--- src/rtl/hazard_forward_unit.sv ---
// rtl/hazard_forward_unit.sv - ID-stage hazard detection, operand forwarding selects and stall counters
module hazard_forward_unit #(
  parameter int REG_AW  = 4,
  parameter int NUM_SRC = 3,
  parameter int CNT_W   = 16
) (
  input  logic                      clk,
  input  logic                      rst,
  input  logic                      forward_en,
  input  logic [NUM_SRC*REG_AW-1:0] src_addr,
  input  logic [NUM_SRC-1:0]        src_valid,
  input  logic [REG_AW-1:0]         exe_dest,
  input  logic [REG_AW-1:0]         mem_dest,
  input  logic                      exe_wb_en,
  input  logic                      mem_wb_en,
  input  logic                      exe_mem_read,
  input  logic                      mem_ready,
  input  logic                      branch_taken,
  output logic                      stall,
  output logic                      bubble,
  output logic [2*NUM_SRC-1:0]      fwd_sel_q,
  output logic [CNT_W-1:0]          stall_cnt,
  output logic [CNT_W-1:0]          load_use_cnt
);

  localparam logic [1:0] SEL_RF  = 2'b00;
  localparam logic [1:0] SEL_MEM = 2'b01;
  localparam logic [1:0] SEL_WB  = 2'b10;

  logic [NUM_SRC-1:0]   m_exe;
  logic [NUM_SRC-1:0]   m_mem;
  logic                 haz;
  logic [2*NUM_SRC-1:0] fsel_d;
  logic                 load_use_evt;

  always_comb begin
    m_exe  = '0;
    m_mem  = '0;
    haz    = 1'b0;
    fsel_d = '0;
    for (int i = 0; i < NUM_SRC; i++) begin
      m_exe[i] = src_valid[i] & exe_wb_en & (src_addr[i*REG_AW +: REG_AW] == exe_dest);
      m_mem[i] = src_valid[i] & mem_wb_en & (src_addr[i*REG_AW +: REG_AW] == mem_dest);
      if (forward_en) begin
        haz = haz | (m_exe[i] & exe_mem_read);
        // EXE producer is newer than MEM, so it wins when both write the same register
        if (m_exe[i] & ~exe_mem_read) fsel_d[2*i +: 2] = SEL_MEM;
        else if (m_mem[i])            fsel_d[2*i +: 2] = SEL_WB;
        else                          fsel_d[2*i +: 2] = SEL_RF;
      end else begin
        haz = haz | m_exe[i] | m_mem[i];
      end
    end
  end

  always_comb begin
    stall  = 1'b0;
    bubble = 1'b0;
    if (rst) begin
      stall  = 1'b0;
      bubble = 1'b0;
    end else if (!mem_ready) begin
      stall  = 1'b1;
    end else if (branch_taken) begin
      stall  = 1'b0;
    end else if (haz) begin
      stall  = 1'b1;
      bubble = 1'b1;
    end
  end

  assign load_use_evt = ~rst & forward_en & mem_ready & ~branch_taken & haz;

  always_ff @(posedge clk) begin
    if (rst) begin
      fwd_sel_q    <= '0;
      stall_cnt    <= '0;
      load_use_cnt <= '0;
    end else begin
      // a NOP enters EXE on flush or bubble, so it must not forward anything
      if (mem_ready) fwd_sel_q <= (branch_taken | bubble) ? '0 : fsel_d;
      if (stall && (stall_cnt != '1))           stall_cnt    <= stall_cnt + CNT_W'(1);
      if (load_use_evt && (load_use_cnt != '1)) load_use_cnt <= load_use_cnt + CNT_W'(1);
    end
  end

endmodule

--- config.mk ---
export PLATFORM = sky130hd
export DESIGN_NAME = hazard_forward_unit
export DESIGN_NICKNAME = d
export VERILOG_FILES = /design/src/rtl/hazard_forward_unit.sv
export SDC_FILE = /design/constraint.sdc
export NUM_CORES = 1
export LEC_CHECK = 0
export ABC_AREA = 1
export BUFFER_PORTS_ARGS = -buffer_cell sky130_fd_sc_hd__buf_2
export CELL_PAD_IN_SITES_DETAIL_PLACEMENT = 1
export CELL_PAD_IN_SITES_GLOBAL_PLACEMENT = 2
export CORE_MARGIN = 1.5
export CORE_UTILIZATION = 30
export CTS_CLUSTER_DIAMETER = 30
export DETAILED_ROUTE_END_ITERATION = 8
export HOLD_SLACK_MARGIN = 0.06
export PLACE_DENSITY = 0.82
export SLEW_MARGIN = 30
export SYNTH_ARGS = -nofsm -noshare
export SYNTH_HDL_FRONTEND = slang
export SYNTH_SLANG_ARGS = --single-unit
export TNS_END_PERCENT = 50
--- constraint.sdc ---
create_clock -name clk -period 2.73 [get_ports clk]
set_clock_uncertainty 0.15 [all_clocks]
set_input_delay 0.273 -clock clk [delete_from_list [all_inputs] [get_ports clk]]
set_output_delay 0.273 -clock clk [all_outputs]
set_load 0.005 [all_outputs]
==> summary.md, run 1 <==
| Metric | Value |
|---|---|
| Run status | complete, no violations |
| Setup crit end kind | flip-flop |
| Antenna violation net count after detailed routing | 0 |
| CP Data Required Time | roughly 2.8 ns |
| Library cell occupying the most area in the post-synthesis netlist | dfxtp_1 |
| Worst VDD drop | ~0.17 mV |
| Worst setup path category | reg -> reg |
| Total congestion overflow | 0 |
| Mapped Nets | 437 |
| Die Y-Extent | 97.28 µm |
| Total negative setup slack | 0 ns |
| RSZ-0062 raised after global routing | no |
| Initial core utilization | 0.3072 |
| Total number of clock tree sinks | 38 |
| Flip-flop and latch count after synthesis | 38 |
| Share of synthesized cell area in full adder, half adder and majority cells | 0.009385 |
| Register area share after synthesis | 0.2853 |
| Fraction of synthesized cell area in xor and xnor cells | 0.09526 |
| DR pass1 iterations | 4 |
| Number of cells after detailed placement | 576 |
| Syn Area/Cell | 6.600 µm² |
| Antenna fix cells | 0 |
| Number of buffers created by CTS | 5 |
| Maximum clock insertion buffer count | 2 |
| Number of failing setup endpoints in the final timing report | 0 |
| Half-perimeter wire length after placement | about 6.3 mm |
| Source-to-sink clock delay at the later pin of the worst-skew pair | about 0.30 ns |
| Synth Cell Area | between 2000 and 3000 µm² |
| Worst-path cell chain | ha_1, nand2_2, nor3_4, nand4_2, nand3_4, nand2_1, nand2_1, nor2_1 |
| Die outline area | roughly 9500 µm² |
| Drt first-iter violations | between 60 and 70 |
| Slowest cell on the critical path | dfxtp_1 |
| Largest cells by area after synthesis | dfxtp_1 29%, nand2_1 17%, xor2_1 7.6% |
| Core Box Area | between 8000 and 9000 µm² |
| Achievable clock frequency | roughly 440 MHz |
| Fraction of layout instances using a drive strength above 1 | 0.2521 |
| Placer congestion estimate | roughly 0.83 |
| Maximum fanout along the worst path | 15 |
| Post-synthesis async set-or-reset flop share | 0 |
| Average wire per cell in the routed design | 13.73 µm |
| Number of nets in the layout | roughly 500 |
| CTS Root Cell | clkbuf_8 |
| Part of the cycle the worst path needs | 0.8237 |
| Cts-stage hold buffer count | 0 |
| CP bufs+invs | 0 |
| Average via count per standard cell | about 4.8 |
| Leakage | 1.434 nW |
| PwrDens | 349.6 nW/µm² |
| Horizontal extent of the die | slightly below 100 µm |
| Portion of synthesized cell area occupied by the leading cell type | 0.2853 |
| Final routed wirelength across all metal layers | approximately 8 mm |
| H-tree levels | 2 |
| Max-cap viol count | 0 |
| Count of distinct cell types in the synthesized netlist | 30 |
| Area Overhead vs Synth | 20.32% |
| Family with the most delay on the worst path | simple AND/OR/NAND/NOR gates |
| Post-Syn Instances | about 400 |
| Number of primary I/O pins | between 70 and 80 |
| DRC violations left | 0 |
| Fin. Hold Viols | 0 |
| Via count of the first global-routing pass | around 2800 |
| Port-buffer cells | 70 |
| Worst Setup Start Kind | flip-flop |
| CP most frequent cell | nand2_1 |
| Worst-Margin Slew | roughly 0.63 ns |
| Worst slew margin relative to its limit | 0.5761 |
| Buffers inserted by post-CTS timing repair | 0 |
| Final non-filler cell total | a little under 600 |
| Arrival @ worst endpoint | roughly 2.3 ns |
| Tot GR Track Use | 0.1801 |
| Clock tree from TritonCTS | yes |
| Synth Area in Simple Gates | 0.4378 |
| Synthesized-area fraction occupied by ao, oa, aoi and oai cells | 0.09151 |
| Number of slew-limit violations in the final report | 0 |
| Worst Hold Class | in -> reg |
| Crit path largest cell delay | 0.44 ns |
| Number of synthesized flops with an enable pin | 0 |
| Synth warnings | 0 |
| Quantity of gates resized following cts | 0 |
| Via count | between 2000 and 3000 |
| Clock-pin slew of the registers on the worst-case setup and hold paths | around 0.080 ns |
| Mux cell area share after synthesis | 0 |
| First-pass GRT wire length | 14.03 mm |
| Dominant combinational cell family by area after synthesis | simple AND/OR/NAND/NOR gates |
| Number of rows in the core area | 34 |
| Crit path time final | approximately 2.2 ns |
| Top flip-flop cell by instance count after synthesis | dfxtp_1 |
| Initial antenna violation count | 0 |
| Largest net degree at the start of global routing | 23 |
==> area by class of cell <==
| class | instances | area, µm² |
|---|---|---|
| timing repair buffer | 74 | 380.4 |
| clock inverter | 1 | 5.005 |
| tap | 108 | 135.1 |
| clock buffer | 7 | 86.33 |
| sequential | 38 | 760.7 |
| inverter | 40 | 150.1 |
| fill | 1163 | 5470 |
| multi-input combinational | 316 | 1690 |
==> power breakdown <==
| part | total (W) | switching (W) | internal [W] | leakage, nW |
|---|---|---|---|---|
| logic | 0.000145 | 0.0000948 | 0.0000503 | 1.08 |
| registers | 0.000561 | 0.00000465 | 0.000557 | 0.306 |
| clock network | 0.000415 | 0.000211 | 0.000204 | 0.0482 |
==> cells in the final DEF, fill, tap and decap left out, types with 3 or more instances in the layout <==
cell type    n
a21oi_1     28
a21oi_2      9
buf_2       70
buf_4        4
clkbuf_8     6
dfxtp_1     38
inv_1       29
inv_2       10
nand2_1    118
nand2_2      7
nand2_4      3
nand3_1     30
nand3b_1     8
nand4_1     21
nor2_1      37
nor3_1       7
o21ai_1      3
or2_2        4
xnor2_1      6
xor2_1      23
==> synthesized netlist by cell type, types with 2 or more instances <==
library cell,number
a21oi_2,9
xor2_1,23
nand3_1,30
nand3_4,2
nand2_2,7
dfxtp_1,38
xnor2_1,6
nor3_4,2
buf_6,2
a21oi_1,28
nand3b_1,8
ha_1,2
nand2_4,3
nor3_1,7
inv_2,10
or2_2,4
clkbuf_1,6
nand2_1,118
o21ai_1,3
o21ai_0,2
nand4_1,21
nor2_1,37
inv_1,29
==> final timing paths <==
check,end,cells past startpoint,start,slack (ns)
setup / recovery,stall_cnt[0],8,stall_cnt[0],0.48
setup reg to reg,stall_cnt[0],8,stall_cnt[0],0.48
hold reg to reg,fwd_sel_q[4],2,fwd_sel_q[4],0.32
hold / removal,fwd_sel_q[0],4,exe_mem_read,0.19
==> flip-flops by register name, summed over array words and instances (netlist names) <==
name and cells:
fwd_sel_q 6, stall_cnt 16, load_use_cnt 16
==> per-stage QoR <==
step	setup slack (ns)	utilization	area, µm²	power (W)	hold WS [ns]
floorplan	0.8519	-	2666	0.0006604	0.3100
global placement	0.5011	0.3591	3117	0.0007191	0.3013
detailed placement	0.4665	0.3591	3117	0.0007215	0.3055
CTS	0.4386	0.3697	3208	0.001145	0.1876
global route	0.2416	0.3697	3208	0.001194	0.2162
finish	0.4812	0.3697	3208	0.001122	0.1907
==> cell families (layout without fill, tap and decap cells) <==
| kind of cell | after synthesis | in the layout |
|---|---|---|
| and+or+nand+nor | 243 | 243 |
| buffers and inverters | 50 | 122 |
| AOI/OAI and AO/OA | 42 | 42 |
| DFF | 38 | 38 |
| xor gates and xnor gates | 29 | 29 |
| adders and majority gates | 2 | 2 |
==> per-layer routing <==
metal,global-route usage,up-vias,routed length (µm)
li1,-,1458,-
met1,0.2469,1315,3904
met2,0.2953,45,3789
met3,0.02878,7,240
met4,0.04615,0,85
met5,0,-,0
==> worst min-delay path, cell delays in order <==
cell     delay, ns
buf_2         0.11
nor2_1        0.06
nand3_1       0.08
a21oi_1       0.07
Power figures use the tool's default switching activity.
==> run 2: changes to the inputs <==
ABC_AREA = 0   (was 1)
CORE_UTILIZATION = 26   (was 30)
PLACE_DENSITY = 0.73   (was 0.82)
clock period = 2 ns   (was 2.73 ns; I/O delays follow)
==> run 2 against run 1 <==
- the flow now finishes with violations (negative setup slack)
- combinational power rose by 89%
- die area decreased by 7.0%
- synthesized cell count decreased by 37%
- critical endpoint is now stall
- largest power group unchanged
==> summary.md, run 2 <==
| Metric | Value |
|---|---|
| Run status | finished, violations left |
| Failing checks | negative setup slack |
| Slowest cell on the critical path | a222oi_1 |
| Register area share after synthesis | 0.3549 |
| Share of synthesized cell area in full adder, half adder and majority cells | 0.01168 |
| Largest net degree at the start of global routing | 40 |
| Placer congestion estimate | approximately 0.83 |
| Number of slew-limit violations in the final report | 0 |
| Final non-filler cell total | 499 |
| Library cell occupying the most area in the post-synthesis netlist | dfxtp_1 |
| Post-route design area | approximately 3600 µm² |
| Die Y-Extent | roughly 94 µm |
| Syn Area/Cell | 8.405 µm² |
| Number of nets in the layout | 430 |
| CP Data Required Time | 1.65 ns |
| Clock-pin slew of the registers on the worst-case setup and hold paths | around 0.070 ns |
| Count of distinct cell types in the synthesized netlist | 45 |
| Via count of the first global-routing pass | approximately 2400 |
| Achievable clock frequency | around 440 MHz |
| Fin. Hold Viols | 0 |
| Flip-flop and latch count after synthesis | 38 |
| Dominant combinational cell family by area after synthesis | simple AND/OR/NAND/NOR gates |
| CTS Root Cell | clkbuf_8 |
| Antenna fix cells | 0 |
| Post-Syn Instances | approximately 260 |
| Number of primary I/O pins | between 70 and 80 |
| Synth Cell Area | roughly 2100 µm² |
| Maximum clock insertion buffer count | 2 |
| Top library cells by usage in the layout, fill and taps aside | 68 x buf_4, 61 x buf_2, 34 x dfxtp_1 |
| Number of synthesized flops with an enable pin | 0 |
| Die outline area | 8798 µm² |
| Crit path time final | ~2.3 ns |
| Top flip-flop cell by instance count after synthesis | dfxtp_1 |
| Source-to-sink clock delay at the later pin of the worst-skew pair | slightly below 0.3 ns |
| Synth Area in Simple Gates | 0.3036 |
| Mapped Nets | between 200 and 300 |
| RSZ-0062 raised after global routing | yes |
| Most common cell after layout, fill and taps aside | buf_4 |
| Worst Hold Class | in -> reg |
| Part of the cycle the worst path needs | 1.149 |
| Drt first-iter violations | between 70 and 80 |
| Clock tree from TritonCTS | yes |
| DRC violations left | 0 |
| Average wire per cell in the routed design | 15.00 µm |
| Worst-path cell chain | buf_8, a222oi_1, nor4b_4, nor3_2, a221oi_4, buf_12, nor2_4, buf_6, nor2_1, buf_2 |
| Largest cells by area after synthesis | dfxtp_1 35%, xor2_1 7.4%, a21oi_1 4.7% |
| Number of rows in the core area | 32 |
| Number of cells after detailed placement | ~480 |
| Worst setup path category | in -> out |
| Maximum fanout along the worst path | 5 |
| Horizontal extent of the die | between 90 and 100 µm |
| H-tree levels | 2 |
| Core Box Area | 7848 µm² |
| Post-synthesis async set-or-reset flop share | 0 |
| Number of failing setup endpoints in the final timing report | 24 |
| Via count | between 2000 and 2500 |
| Final Worst Setup Slack | -0.2974 ns |
| Top post-synthesis cells by count | 38 x dfxtp_1, 24 x nor2_1, 20 x a21oi_1 |
| Synthesized-area fraction occupied by ao, oa, aoi and oai cells | 0.1716 |
| Port-buffer cells | 70 |
| Fin Hold WS | between 0.15 and 0.2 ns |
| Setup crit end kind | primary output |
| Worst Setup Start Kind | input port |
| Fraction of layout instances using a drive strength above 1 | 0.4962 |
| Cts-stage hold buffer count | 0 |
| Worst-Margin Slew | about 0.48 ns |
| Number of buffers created by CTS | 5 |
| Fraction of synthesized cell area in xor and xnor cells | 0.1103 |
| Most frequent cell after synthesis | dfxtp_1 |
| Leakage | 1.522 nW |
| Initial antenna violation count | 0 |
| Tot GR Track Use | 0.1703 |
| PwrDens | 476.4 nW/µm² |
| Synth warnings | 0 |
| Mux cell area share after synthesis | 0.01518 |
| Half-perimeter wire length after placement | 5.369 mm |
| Registers with the most flip-flops | load_use_cnt x16, stall_cnt x16, fwd_sel_q x6 |
| Total congestion overflow | 0 |
| Standard cell area after detailed placement | 3043 µm² |
| Crit path largest cell delay | ~0.39 ns |
| Pre-CTS setup slack | -0.5697 ns |
| Portion of synthesized cell area occupied by the leading cell type | 0.3549 |
| Worst slew margin relative to its limit | 0.6803 |
| Max-cap viol count | 0 |
| Initial core utilization | 0.2731 |
| Average via count per standard cell | 4.886 |
| Area Overhead vs Synth | 67.89% |
| Arrival @ worst endpoint | 1.95 ns |
| First-pass GRT wire length | 11.76 mm |
| Worst VDD drop | 0.3455 mV |
| Final routed wirelength across all metal layers | approximately 7.5 mm |
| Antenna violation net count after detailed routing | 0 |
| Total negative setup slack | -3.895 ns |
| Total number of clock tree sinks | 38 |
| DR pass1 iterations | 4 |
[run 2: routing by layer]
metal / track usage / vias up / routed length, µm
met3: 0.03074 / 7 / 244
met1: 0.2234 / 1168 / 3551
met2: 0.2868 / 49 / 3608
li1: - / 1214 / -
met4: 0.04353 / 0 / 79
met5: 0 / - / 0
[run 2: path summary, 6_finish.rpt]
path / to / startpoint / slack, ns / cells past startpoint
min reg2reg: fwd_sel_q[5] / fwd_sel_q[5] / 0.34 / 1
max: stall / mem_dest[0] / -0.30 / 10
max reg2reg: stall_cnt[13] / stall_cnt[9] / -0.14 / 8
min: fwd_sel_q[3] / exe_mem_read / 0.20 / 3
[run 2: per-stage QoR]
stage	util	power (W)
final	0.4585	0.001714
after global routing	0.4585	0.001793
after floorplan	-	0.0008843
after global placement	0.3878	0.0009998
after CTS	0.4273	0.001708
after detailed placement	0.3878	0.001004
[run 2: area by class of cell]
class                      count  area, µm²
clock buffer                   6      82.58
multi-input combinational    200       1595
fill                         969       4249
sequential                    38      765.7
inverter                      12      45.04
clock inverter                 1      30.03
tap                          102      127.6
timing repair buffer         140      952.2
[run 2: what timing repair did]
item / CTS / global route
pin swaps: 21 / 21
endpoints found under the hold margin: 0 / 0
endpoints found under the setup margin: 31 / 34
cloned: 0 / 1
buffers inserted: 6 / 9
gates resized for setup: 36 / 32
[run 2: cells by family after synthesis]
logic type	after synthesis
simple gates	114
compound gates	53
flops	38
xor+xnor	27
buf+inv	18
mux	3
fa+ha+maj	2
[run 2: critical path: cells and delay by family]
family          cells  cell delay [ns]
buf+inv             4             0.50
compound gates      2             0.70
simple gates        4             0.54
[run 2: where the power goes]
part | internal [W] | total, W | leakage, nW | switching, W
logic | 0.000131 | 0.000274 | 1.16 | 0.000143
clock network | 0.000399 | 0.000676 | 0.0573 | 0.000277
registers | 0.000761 | 0.000764 | 0.308 | 0.00000303
